<file path="config.mk">
export PLATFORM = sky130hd
export DESIGN_NAME = regbank_arbiter_2ch
export DESIGN_NICKNAME = d
export VERILOG_FILES = /design/src/rtl/regbank_arbiter_2ch.sv
export SDC_FILE = /design/constraint.sdc
export NUM_CORES = 1
export LEC_CHECK = 0
export CAP_MARGIN = 0
export CORE_ASPECT_RATIO = 0.75
export CORE_MARGIN = 10
export CORE_UTILIZATION = 41
export CTS_CLUSTER_DIAMETER = 30
export DETAILED_ROUTE_END_ITERATION = 7
export PLACE_DENSITY = 0.76
export SLEW_MARGIN = 30
export SYNTH_ARGS = -nofsm -noshare
export SYNTH_HDL_FRONTEND = slang
export SYNTH_SLANG_ARGS = --single-unit
</file>
<file path="constraint.sdc">
create_clock -name clk -period 2.1 [get_ports clk]
set_input_delay 0.21 -clock clk [delete_from_list [all_inputs] [get_ports clk]]
set_output_delay 0.21 -clock clk [all_outputs]
set_load 0.005 [all_outputs]
</file>
<file path="src/rtl/regbank_arbiter_2ch.sv">
// Two-client round-robin arbiter and sequencer for the 16x8 register bank.
// Every output is a register. A grant in IDLE drives the bank strobe in the next cycle.
// Reads pass through WAIT so the bank's registered Data_out can be captured.
module regbank_arbiter_2ch #(
   parameter int unsigned DATA_W = 8,
   parameter int unsigned ADDR_W = 4
) (
   input  logic              clk,
   input  logic              reset,
   input  logic              req0,
   input  logic              we0,
   input  logic [ADDR_W-1:0] addr0,
   input  logic [DATA_W-1:0] wdata0,
   output logic              ack0,
   output logic [DATA_W-1:0] rdata0,
   input  logic              req1,
   input  logic              we1,
   input  logic [ADDR_W-1:0] addr1,
   input  logic [DATA_W-1:0] wdata1,
   output logic              ack1,
   output logic [DATA_W-1:0] rdata1,
   output logic              bank_rd,
   output logic              bank_wr,
   output logic [ADDR_W-1:0] bank_addr,
   output logic [DATA_W-1:0] bank_din,
   input  logic [DATA_W-1:0] bank_dout,
   output logic              busy
);

   localparam logic [1:0] IDLE  = 2'd0;
   localparam logic [1:0] ISSUE = 2'd1;
   localparam logic [1:0] WAIT  = 2'd2;
   localparam logic [1:0] RESP  = 2'd3;

   logic [1:0] state_q, state_d;
   logic       last_q;   // client granted most recently
   logic       cur_q;    // client owning the current transaction
   logic       we_q;     // latched op of the current transaction
   logic       any_req;
   logic       win;
   logic       win_we;

   // Round-robin pick: a tie goes to the client that was not granted last
   always_comb begin
      any_req = req0 | req1;
      win     = req1 & (~req0 | ~last_q);
      win_we  = win ? we1 : we0;
   end

   // Next-state decode
   always_comb begin
      state_d = state_q;
      unique case (state_q)
         IDLE:    if (any_req) state_d = ISSUE;
         ISSUE:   state_d = we_q ? RESP : WAIT;
         WAIT:    state_d = RESP;
         RESP:    state_d = IDLE;
         default: state_d = IDLE;
      endcase
   end

   // State, latched request fields and all registered outputs
   always_ff @(posedge clk or posedge reset) begin
      if (reset) begin
         state_q   <= IDLE;
         last_q    <= 1'b1;
         cur_q     <= 1'b0;
         we_q      <= 1'b0;
         ack0      <= 1'b0;
         ack1      <= 1'b0;
         rdata0    <= '0;
         rdata1    <= '0;
         bank_rd   <= 1'b0;
         bank_wr   <= 1'b0;
         bank_addr <= '0;
         bank_din  <= '0;
         busy      <= 1'b0;
      end else begin
         state_q <= state_d;
         busy    <= (state_d != IDLE);
         // Strobes and acks are single-cycle pulses
         ack0    <= 1'b0;
         ack1    <= 1'b0;
         bank_rd <= 1'b0;
         bank_wr <= 1'b0;
         unique case (state_q)
            IDLE: begin
               if (any_req) begin
                  cur_q     <= win;
                  last_q    <= win;
                  we_q      <= win_we;
                  bank_addr <= win ? addr1 : addr0;
                  if (win_we) bank_din <= win ? wdata1 : wdata0;
                  bank_wr   <= win_we;
                  bank_rd   <= ~win_we;
               end
            end
            ISSUE: begin
               if (we_q) begin
                  ack0 <= ~cur_q;
                  ack1 <= cur_q;
               end
            end
            WAIT: begin
               // Bank registered Data_out at the end of ISSUE; it is stable now
               if (cur_q) rdata1 <= bank_dout;
               else       rdata0 <= bank_dout;
               ack0 <= ~cur_q;
               ack1 <= cur_q;
            end
            RESP: begin
            end
            default: begin
            end
         endcase
      end
   end

endmodule

</file>
==> results of run 1 <==
[final timing paths]
check / from / endpoint / slack, ps
setup / recovery: state_q[0]$_DFF_PP0_ / rdata0[2]$_DFFE_PP0P_ / 540
hold / removal: reset / rdata0[5]$_DFFE_PP0P_ / 330
setup reg to reg: state_q[0]$_DFF_PP0_ / rdata0[2]$_DFFE_PP0P_ / 540
hold reg to reg: bank_addr[0]$_DFFE_PP0P_ / bank_addr[0]$_DFFE_PP0P_ / 490
max in group asynchronous: reset / last_q$_DFFE_PP1P_ / 1410
min in group clk: bank_addr[0]$_DFFE_PP0P_ / bank_addr[0]$_DFFE_PP0P_ / 490
[stage by stage]
step                total power [uW]  setup slack [ps]  utilization
global route                    3590               472        0.662
global placement                2810               449        0.637
floorplan                       1990               649            -
detailed placement              2860               377        0.637
CTS                             3380               520        0.662
finish                          3340               542        0.662
[power by group]
part	internal [uW]	switching (uW)
logic	946	586
clock network	264	251
registers	1100	193
total	2310	1030
[cell usage after synthesis]
cell / number
dfrtp_1: 37
mux2_2: 16
mux2i_1: 12
a21oi_1: 11
a31oi_1: 9
nand2_1: 7
inv_1: 5
o21ai_0: 5
ha_1: 4
clkbuf_1: 3
buf_6: 2
nand2b_1: 2
nor2_1: 2
a211oi_1: 1
a21boi_4: 1
a21o_1: 1
a22o_1: 1
a32o_2: 1
and3_1: 1
buf_2: 1
buf_4: 1
dfstp_2: 1
nor2b_1: 1
nor3_1: 1
or2_2: 1
[metal layers]
metal | track usage | part of all wire | wire length [um] | vias up
li1 | - | - | - | 597
met1 | 0.144 | 0.42 | 1700 | 583
met2 | 0.217 | 0.52 | 2130 | 28
met3 | 0.0392 | 0.049 | 201 | 7
met4 | 0.0512 | 0.015 | 63 | 0
met5 | 0 | 0 | 0 | -
[cell type report]
| class | count | area (um2) | share of cell area |
|---|---|---|---|
| flip-flops and latches | 38 | 952 | 0.385 |
| repair buffers | 74 | 731 | 0.296 |
| multi-input cells | 77 | 611 | 0.247 |
| clock buffers | 6 | 82.6 | 0.0334 |
| well taps | 52 | 65.1 | 0.0263 |
| inverters | 5 | 18.8 | 0.00759 |
| clock inverters | 2 | 12.5 | 0.00506 |
[worst max-delay path, delay by kind of cell (launching register included)]
family        cells  cell delay [ps]
buf+inv           1              100
mux               1              390
simple gates      1              330
fa+ha+maj         1              230
flops             1              400
[cells by family (layout without fill, tap and decap cells)]
group                    Yosys count  count (layout)  synth area share
flip-flops                        38              38             0.585
buffers and inverters             12              87            0.0400
multiplexers                      28              28             0.184
adder cells (fa/ha/maj)            4               4            0.0307
AO/OA/AOI/OAI                     30              30             0.117
AND/OR/NAND/NOR                   15              15            0.0431
[registers in the layout (all words and copies together) (netlist names)]
register,flops
bank_din,8
rdata0,8
rdata1,8
bank_addr,4
state_q,2
ack0,1
ack1,1
bank_rd,1
bank_wr,1
busy,1
cur_q,1
last_q,1
we_q,1
==> qor.csv, run 1 <==
stage,metric,value,unit
synthesis,Ys Warns,0,
grt,vias in the first global route,1313,
cells_and_area,most frequent cells in the layout,"70 x clkdlybuf4s50_1, 37 x dfrtp_1, 16 x mux2_2",
clock_tree,Clock Tree Buf Depth,2,
critical_path,worst path cell trace,inv_1 > ha_1 > nand2b_1 > mux2_2,
die,die footprint,0.00692,mm2
sta,Final Hold Fails,0,
detailed_routing,WL per Instance,16.1,um
synthesis,Post-Syn Instances,127,
sta,Final setup viols,0,
sta,slew at the pin closest to its max-slew limit,468,ps
pwr,maximum vdd drop,812,uV
hold_path,HP Class,input port to asynchronous set/reset pin,
cells_and_area,"most common cell after layout, fill and taps aside",clkdlybuf4s50_1,
cells_and_area,Layout Cells excl Fill,254,
synthesis,Syn Std Cell Area,0.00163,mm2
job,max-cap violations,0,
sta,Slew headroom,0.688,
critical_path,Critical Path AT,1730,ps
synthesis,"Avg Cell Area, Syn",12.8,um2
synthesis,top cell type by total area after synthesis,dfrtp_1,
sta,Setup TNS,0,ps
grt,initial antenna violation count,0,
grt,grt ovf,0,
synthesis,Synth top area share,0.569,
die,Std-Cell Core Area,0.00373,mm2
detailed_routing,Pre-antenna DRT Iters,4,
synthesis,top post-synthesis cells by area,"dfrtp_1 57%, mux2_2 11%, mux2i_1 7.4%",
cells_and_area,Fillers,296,
sta,Final Skew,5.57,ps
cells_and_area,fraction of layout instances using a drive strength above 1,0.158,
sta,Peak Freq,642,MHz
cells_and_area,NumNets Final,243,
place,placed inst area,0.00238,mm2
sta,Final Hold Slack,335,ps
pwr,PwrDens,1350,mW/mm2
clock_tree,setup bufs post-CTS,0,
critical_path,slowest CP cell,dfrtp_1,
critical_path,critical path class,flop to flop,
pwr,leakage power,0.00107,uW
grt,global-route usage over all layers,0.126,
die,die height,74.6,um
synthesis,"FF+latch count, synth",38,
sta,RSZ-0062 raised after global routing,false,
cells_and_area,post-route cell area,0.00247,mm2
critical_path,CP Capture Type,flop,
place,dpl cells,246,
detailed_routing,drt total wl,4100,um
detailed_routing,Iter 0 DRT Violations,66,
clock_tree,clk_lat worst skew,290,ps
place,IO buf count,70,
critical_path,Max stage delay on crit path,400,ps
sta,min Tclk post-route,1560,ps
clock_tree,Sink Count,38,
clock_tree,Worst-path clk slew,70,ps
cells_and_area,antenna diode count,0,
place,gpl congestion,0.850,
clock_tree,H-tree Lvls,2,
synthesis,sequential fraction of the synthesis area,0.585,
clock_tree,CTS-repair resized insts,0,
synthesis,post-synth cell types,25,
grt,first-pass GRT wire length,6800,um
die,initial core utilization,0.436,
critical_path,Register-to-Register Path Depth,4,
detailed_routing,via density per instance,4.78,
critical_path,critical path required time,2280,ps
detailed_routing,# DRC,0,
detailed_routing,Post-DRT Antenna Nets,0,
detailed_routing,DR vias,1215,
clock_tree,hold buffers post-CTS,0,
clock_tree,TritonCTS buffer count,5,
critical_path,Crit Path Max Fanout,8,
synthesis,"Net Count, Synth",169,
sta,Slew Limit Fails,0,
clock_tree,CTS tree,built,
place,HPWL Detailed,3260,um
cells_and_area,area delta synth->final,51.9,%
critical_path,startpoint types,flop,
sta,final period utilization,0.742,
run_status,status,finished clean,
die,# rows,19,
grt,largest net degree at the start of global routing,39,
die,Die W,92.8,um
die,I/O pin count,71,
clock_tree,clk root buf,clkbuf_8,
No activity file was read; power rests on OpenSTA's default activity.
==> run 2: changes to the inputs <==
--- a/config.mk
+++ b/config.mk
@@ -8,10 +8,10 @@
 export CAP_MARGIN = 0
 export CORE_ASPECT_RATIO = 0.75
 export CORE_MARGIN = 10
-export CORE_UTILIZATION = 41
+export CORE_UTILIZATION = 37
 export CTS_CLUSTER_DIAMETER = 30
 export DETAILED_ROUTE_END_ITERATION = 7
-export PLACE_DENSITY = 0.76
+export PLACE_DENSITY = 0.73
 export SLEW_MARGIN = 30
 export SYNTH_ARGS = -nofsm -noshare
 export SYNTH_HDL_FRONTEND = slang
==> constraint.sdc (replaced) <==
create_clock -name clk -period 1.4 [get_ports clk]
set_input_delay 0.14 -clock clk [delete_from_list [all_inputs] [get_ports clk]]
set_output_delay 0.14 -clock clk [all_outputs]
set_load 0.005 [all_outputs]
==> run 2 against run 1 <==
Effect of this change: highest routed layer unchanged; core utilization decreased by 2.1 points; first-iteration DRC count decreased by 45%; the flow now finishes with violations (negative setup slack); clock-buffer cell count increased by 2; total power increased by 62%; register-to-register slack got worse by 560 ps; final cell count increased by 5.9%; combinational power increased by 80%; flip-flop and latch count unchanged; sequential share of layout area decreased by 2.8 points; critical path depth increased by 1; worst setup slack got worse by 560 ps; global-route usage decreased by 0.29 points.
==> qor.csv, run 2 (synthesized netlist as in run 1, its figures left out) <==
stage,metric,value,unit,change
run_status,failing checks,negative setup slack,,
detailed_routing,drt total wl,4590,um,was 4100 um
clock_tree,CTS tree,built,,unchanged
die,die footprint,0.00748,mm2,was 0.00692 mm2
sta,RSZ-0062 raised after global routing,true,,was false
place,placed inst area,0.00249,mm2,was 0.00238 mm2
critical_path,startpoint types,flop,,unchanged
sta,min Tclk post-route,1420,ps,was 1560 ps
detailed_routing,WL per Instance,17.1,um,was 16.1 um
cells_and_area,Fillers,347,,was 296
die,initial core utilization,0.392,,was 0.436
clock_tree,Worst-path clk slew,70,ps,about the same
run_status,status,finished with violations,,was finished clean
hold_path,HP Class,input port to asynchronous set/reset pin,,unchanged
grt,met3 usage,0.0298,,was 0.0392
die,die height,77.4,um,was 74.6 um
die,# rows,20,,was 19
sta,Peak Freq,705,MHz,was 642 MHz
cells_and_area,fraction of layout instances using a drive strength above 1,0.248,,was 0.158
cells_and_area,area delta synth->final,63.7,%,was 51.9%
clock_tree,clk root buf,clkbuf_8,,unchanged
critical_path,critical path required time,1550,ps,was 2280 ps
pwr,leakage power,0.00115,uW,was 0.00107 uW
die,I/O pin count,71,,unchanged
detailed_routing,Iter 0 DRT Violations,36,,was 66
pwr,PwrDens,2030,mW/mm2,was 1350 mW/mm2
cells_and_area,NumNets Final,255,,was 243
sta,Setup TNS,-35.3,ps,was 0 ps
sta,Final Hold Fails,0,,unchanged
grt,met1 GRT Util,0.136,,was 0.144
sta,Final Skew,4.54,ps,was 5.57 ps
clock_tree,TritonCTS buffer count,5,,unchanged
cells_and_area,Layout Cells excl Fill,269,,was 254
sta,Slew Limit Fails,0,,unchanged
sta,slew at the pin closest to its max-slew limit,287,ps,was 468 ps
grt,global-route usage over all layers,0.123,,was 0.126
clock_tree,Clock Tree Buf Depth,2,,unchanged
critical_path,critical path class,flop to flop,,unchanged
place,dpl ws,-295,ps,was 377 ps
critical_path,Critical Path AT,1570,ps,was 1730 ps
sta,fin worst setup slack,-18.1,ps,was 542 ps
grt,grt ovf,0,,unchanged
sta,final period utilization,1.01,,was 0.742
grt,largest net degree at the start of global routing,39,,unchanged
cells_and_area,"most common cell after layout, fill and taps aside",clkdlybuf4s50_1,,unchanged
place,gpl congestion,0.778,,was 0.850
detailed_routing,Post-DRT Antenna Nets,0,,unchanged
clock_tree,H-tree Lvls,2,,unchanged
place,IO buf count,70,,unchanged
detailed_routing,via density per instance,4.77,,was 4.78
clock_tree,hold buffers post-CTS,0,,unchanged
detailed_routing,Pre-antenna DRT Iters,4,,unchanged
detailed_routing,DR vias,1284,,was 1215
grt,first-pass GRT wire length,7140,um,was 6800 um
die,Die W,96.6,um,was 92.8 um
critical_path,Crit Path Max Fanout,17,,was 8
place,dpl cells,258,,was 246
critical_path,CP Capture Type,flop,,unchanged
grt,vias in the first global route,1362,,was 1313
pwr,maximum vdd drop,932,uV,was 812 uV
cells_and_area,antenna diode count,0,,unchanged
sta,Final Hold Slack,223,ps,was 335 ps
grt,initial antenna violation count,0,,unchanged
cells_and_area,most frequent cells in the layout,"70 x clkdlybuf4s50_1, 37 x dfrtp_1, 16 x mux2_2",,unchanged
cells_and_area,post-route cell area,0.00267,mm2,was 0.00247 mm2
cells_and_area,top flop regs,"bank_din (8), rdata0 (8), rdata1 (8)",,unchanged
grt,met2 Resource Use GR,0.213,,was 0.217
clock_tree,Sink Count,38,,unchanged
sta,Final setup viols,2,,was 0
sta,Slew headroom,0.809,,was 0.688
grt,GRT Max-Usage Layer,met2,,unchanged
detailed_routing,# DRC,0,,unchanged
job,max-cap violations,0,,unchanged
die,Std-Cell Core Area,0.00415,mm2,was 0.00373 mm2
clock_tree,clk_lat worst skew,280,ps,was 290 ps
place,HPWL Detailed,3670,um,was 3260 um
[run 2: repair_timing]
action                                  4_1_cts  5_1_grt
pin swaps                                     1        2
gates cloned                                  0        1
setup buffers                                 1        1
endpoints found under the setup margin       25       30
gates resized for setup                       2       13
[run 2: power breakdown]
| part | switching, uW | leakage (uW) | internal, uW |
|---|---|---|---|
| Clock | 340 | 0.0000395 | 353 |
| Combinational | 1040 | 0.000664 | 1720 |
| Sequential | 312 | 0.000446 | 1640 |
[run 2: per-stage QoR]
step | util | power [uW]
after global placement | 0.599 | 4420
after CTS | 0.625 | 5280
final | 0.642 | 5410
after detailed placement | 0.599 | 4550
after floorplan | - | 3000
after global routing | 0.642 | 5780
[run 2: worst paths after layout]
check / startpoint / endpoint / slack [ps] / depth (start not counted)
min: reset / state_q[0]$_DFF_PP0_ / 220 / 3
min reg2reg: bank_addr[2]$_DFFE_PP0P_ / bank_addr[2]$_DFFE_PP0P_ / 480 / 2
max in group asynchronous: reset / last_q$_DFFE_PP1P_ / 940 / 3
min in group clk: bank_addr[2]$_DFFE_PP0P_ / bank_addr[2]$_DFFE_PP0P_ / 480 / 2
max: last_q$_DFFE_PP1P_ / bank_din[0]$_DFFE_PP0P_ / -20 / 5
max reg2reg: last_q$_DFFE_PP1P_ / bank_din[0]$_DFFE_PP0P_ / -20 / 5
[run 2: layout make-up]
| type | instances | area [um2] | share of cell area |
|---|---|---|---|
| Sequential cell | 38 | 952 | 0.357 |
| Timing Repair Buffer | 86 | 878 | 0.330 |
| Multi-Input combinational cell | 77 | 667 | 0.250 |
| Clock buffer | 8 | 80.1 | 0.0300 |
| Tap cell | 55 | 68.8 | 0.0258 |
| Inverter | 5 | 18.8 | 0.00704 |
[run 2: worst max-delay path: stages (launching register included)]
cell      delay [ps]
dfstp_2          580
a21boi_4          80
a32o_2           260
buf_12           150
a21oi_1          150
a31oi_1           60
[run 2: layer usage]
| layer | vias up | wire length [um] |
|---|---|---|
| met5 | - | 0 |
| met2 | 35 | 2500 |
| li1 | 624 | - |
| met1 | 619 | 1730 |
| met3 | 6 | 281 |
| met4 | 0 | 80 |
==> run 3: changes to the inputs <==
--- a/config.mk
+++ b/config.mk
@@ -11,6 +11,7 @@
 export CORE_UTILIZATION = 37
 export CTS_CLUSTER_DIAMETER = 30
 export DETAILED_ROUTE_END_ITERATION = 7
+export MAX_ROUTING_LAYER = met4
 export PLACE_DENSITY = 0.73
 export SLEW_MARGIN = 30
 export SYNTH_ARGS = -nofsm -noshare
==> run 3 against run 2 <==
Effect of this change: the run still ends with negative setup slack left; maximum frequency fell by 0.97%; critical path depth stayed put; core utilization is the same; sequential power is essentially flat; clock power about the same; clock-buffer cell count stayed put; final cell count stayed put; via count grew 1.2%; worst setup slack got worse by 14 ps; routed wire length fell by 0.68%; register-to-register slack about the same.
==> qor.csv, run 3 (synthesized netlist as in run 1, its figures left out) <==
stage,metric,value,unit,change
run_status,status,finished with violations,,unchanged
run_status,failing checks,negative setup slack,,unchanged
die,I/O pin count,71,,unchanged
sta,fin worst setup slack,-32.0,ps,was -18.1 ps
job,max-cap violations,0,,unchanged
sta,Peak Freq,698,MHz,was 705 MHz
grt,grt ovf,0,,unchanged
critical_path,worst path cell trace,nand2b_1 > a32o_2 > buf_12 > a21oi_1 > a31oi_1,,was a21boi_4 > a32o_2 > buf_12 > a21oi_1 > a31oi_1
critical_path,critical path class,flop to flop,,unchanged
clock_tree,clk root buf,clkbuf_8,,unchanged
place,IO buf count,70,,unchanged
sta,Slew Limit Fails,0,,unchanged
detailed_routing,via density per instance,4.83,,was 4.77
clock_tree,hold buffers post-CTS,0,,unchanged
detailed_routing,Iter 0 DRT Violations,28,,was 36
clock_tree,Worst-path clk slew,70,ps,about the same
detailed_routing,drt total wl,4560,um,was 4590 um
sta,Final Hold Fails,0,,unchanged
sta,Final Skew,4.24,ps,was 4.54 ps
cells_and_area,most frequent cells in the layout,"70 x clkdlybuf4s50_1, 37 x dfrtp_1, 16 x mux2_2",,unchanged
pwr,PwrDens,2030,mW/mm2,about the same
sta,Final Hold Slack,224,ps,was 223 ps
detailed_routing,DR vias,1300,,was 1284
sta,final period utilization,1.02,,was 1.01
critical_path,slowest CP cell,dfstp_2,,unchanged
die,die footprint,0.00748,mm2,unchanged
critical_path,startpoint types,flop,,unchanged
grt,initial antenna violation count,0,,unchanged
grt,global-route usage over all layers,0.126,,was 0.123
sta,Final setup viols,3,,was 2
sta,slew at the pin closest to its max-slew limit,281,ps,was 287 ps
cells_and_area,top flop regs,"bank_din (8), rdata0 (8), rdata1 (8)",,unchanged
place,dpl cells,258,,unchanged
clock_tree,H-tree Lvls,2,,unchanged
detailed_routing,Post-DRT Antenna Nets,0,,unchanged
critical_path,Register-to-Register Path Depth,5,,unchanged
clock_tree,clk_lat worst skew,280,ps,about the same
cells_and_area,antenna diode count,0,,unchanged
sta,min Tclk post-route,1430,ps,was 1420 ps
cells_and_area,area delta synth->final,63.7,%,unchanged
grt,largest net degree at the start of global routing,39,,unchanged
grt,GRT Max-Usage Layer,met2,,unchanged
pwr,leakage power,0.00115,uW,unchanged
cells_and_area,fraction of layout instances using a drive strength above 1,0.248,,unchanged
detailed_routing,Pre-antenna DRT Iters,4,,unchanged
grt,met3 usage,0.0250,,was 0.0298
critical_path,worst reg2reg path endpoint,bank_din[6]$_DFFE_PP0P_,,was bank_din[0]$_DFFE_PP0P_
place,placed inst area,0.00249,mm2,unchanged
place,HPWL Detailed,3670,um,unchanged
cells_and_area,NumNets Final,255,,unchanged
hold_path,HP Class,input port to asynchronous set/reset pin,,unchanged
critical_path,FF-to-FF setup slack,-30,ps,was -20 ps
die,Die W,96.6,um,unchanged
cells_and_area,Finished Core Util,0.642,,unchanged
detailed_routing,# DRC,0,,unchanged
critical_path,Critical Path AT,1620,ps,was 1570 ps
clock_tree,Clock Tree Buf Depth,2,,unchanged
sta,Slew headroom,0.812,,was 0.809
die,# rows,20,,unchanged
cells_and_area,"most common cell after layout, fill and taps aside",clkdlybuf4s50_1,,unchanged
critical_path,Crit Path Max Fanout,17,,unchanged
critical_path,critical path required time,1590,ps,was 1550 ps
grt,met1 GRT Util,0.137,,was 0.136
die,die height,77.4,um,unchanged
grt,met2 Resource Use GR,0.214,,was 0.213
pwr,maximum vdd drop,932,uV,about the same
clock_tree,Sink Count,38,,unchanged
clock_tree,TritonCTS buffer count,5,,unchanged
cells_and_area,post-route cell area,0.00267,mm2,unchanged
detailed_routing,WL per Instance,16.9,um,was 17.1 um
grt,vias in the first global route,1367,,was 1362
critical_path,RR Startpoint,last_q$_DFFE_PP1P_,,unchanged
place,dpl ws,-295,ps,unchanged
critical_path,CP Capture Type,flop,,unchanged
die,initial core utilization,0.392,,unchanged
place,gpl congestion,0.788,,was 0.778
die,Std-Cell Core Area,0.00415,mm2,unchanged
grt,first-pass GRT wire length,7140,um,unchanged
clock_tree,CTS tree,built,,unchanged
sta,RSZ-0062 raised after global routing,true,,unchanged
cells_and_area,Layout Cells excl Fill,269,,unchanged
critical_path,Max stage delay on crit path,580,ps,about the same
[run 3: what timing repair did]
item | in CTS | in global routing
resized for setup | 2 | 13
setup endpoints to repair | 25 | 30
hold endpoints to repair | 0 | 0
pin swaps | 1 | 2
buffers inserted | 1 | 1
gates cloned | 0 | 1
[run 3: metal layers]
layer	routed length, um	share of wire	vias up
li1	-	-	625
met1	1730	0.38	632
met2	2500	0.55	35
met3	244	0.054	8
met4	80	0.018	0
met5	0	0	-
[run 3: worst max-delay path, delay by kind of cell, from the launching register on]
family,cells,cell delay (ps)
and+or+nand+nor,1,150
DFF,1,580
buffers and inverters,1,160
AOI/OAI and AO/OA,3,450
[run 3: power by group]
part / internal (uW) / total [uW] / switching (uW)
Clock: 353 / 690 / 336
Combinational: 1710 / 2750 / 1040
Sequential: 1640 / 1960 / 314
Total: 3710 / 5400 / 1690
[run 3: worst max-delay path by stage]
stage / startpoint / endpoint / slack, ps / cells after the start
after floorplan: last_q$_DFFE_PP1P_ / bank_din[7]$_DFFE_PP0P_ / 0.2 / 6
final: last_q$_DFFE_PP1P_ / bank_din[6]$_DFFE_PP0P_ / -30 / 5
after CTS: last_q$_DFFE_PP1P_ / bank_din[6]$_DFFE_PP0P_ / -3 / 5
after global placement: req1 / bank_din[7]$_DFFE_PP0P_ / -150 / 5
after detailed placement: req0 / bank_din[6]$_DFFE_PP0P_ / -300 / 5
after global routing: last_q$_DFFE_PP1P_ / bank_din[0]$_DFFE_PP0P_ / -70 / 5
[run 3: layout make-up]
class / count / area, um2
fill: 347 / 1490
sequential: 38 / 952
timing repair buffer: 86 / 878
multi-input combinational: 77 / 667
clock buffer: 8 / 80.1
tap: 55 / 68.8
inverter: 5 / 18.8
[run 3: per-stage QoR]
stage | total power, uW | setup TNS, ps
floorplan | 3000 | 0
global placement | 4420 | -1950
detailed placement | 4550 | -3820
CTS | 5280 | -2.62
global route | 5780 | -613
finish | 5400 | -54.9
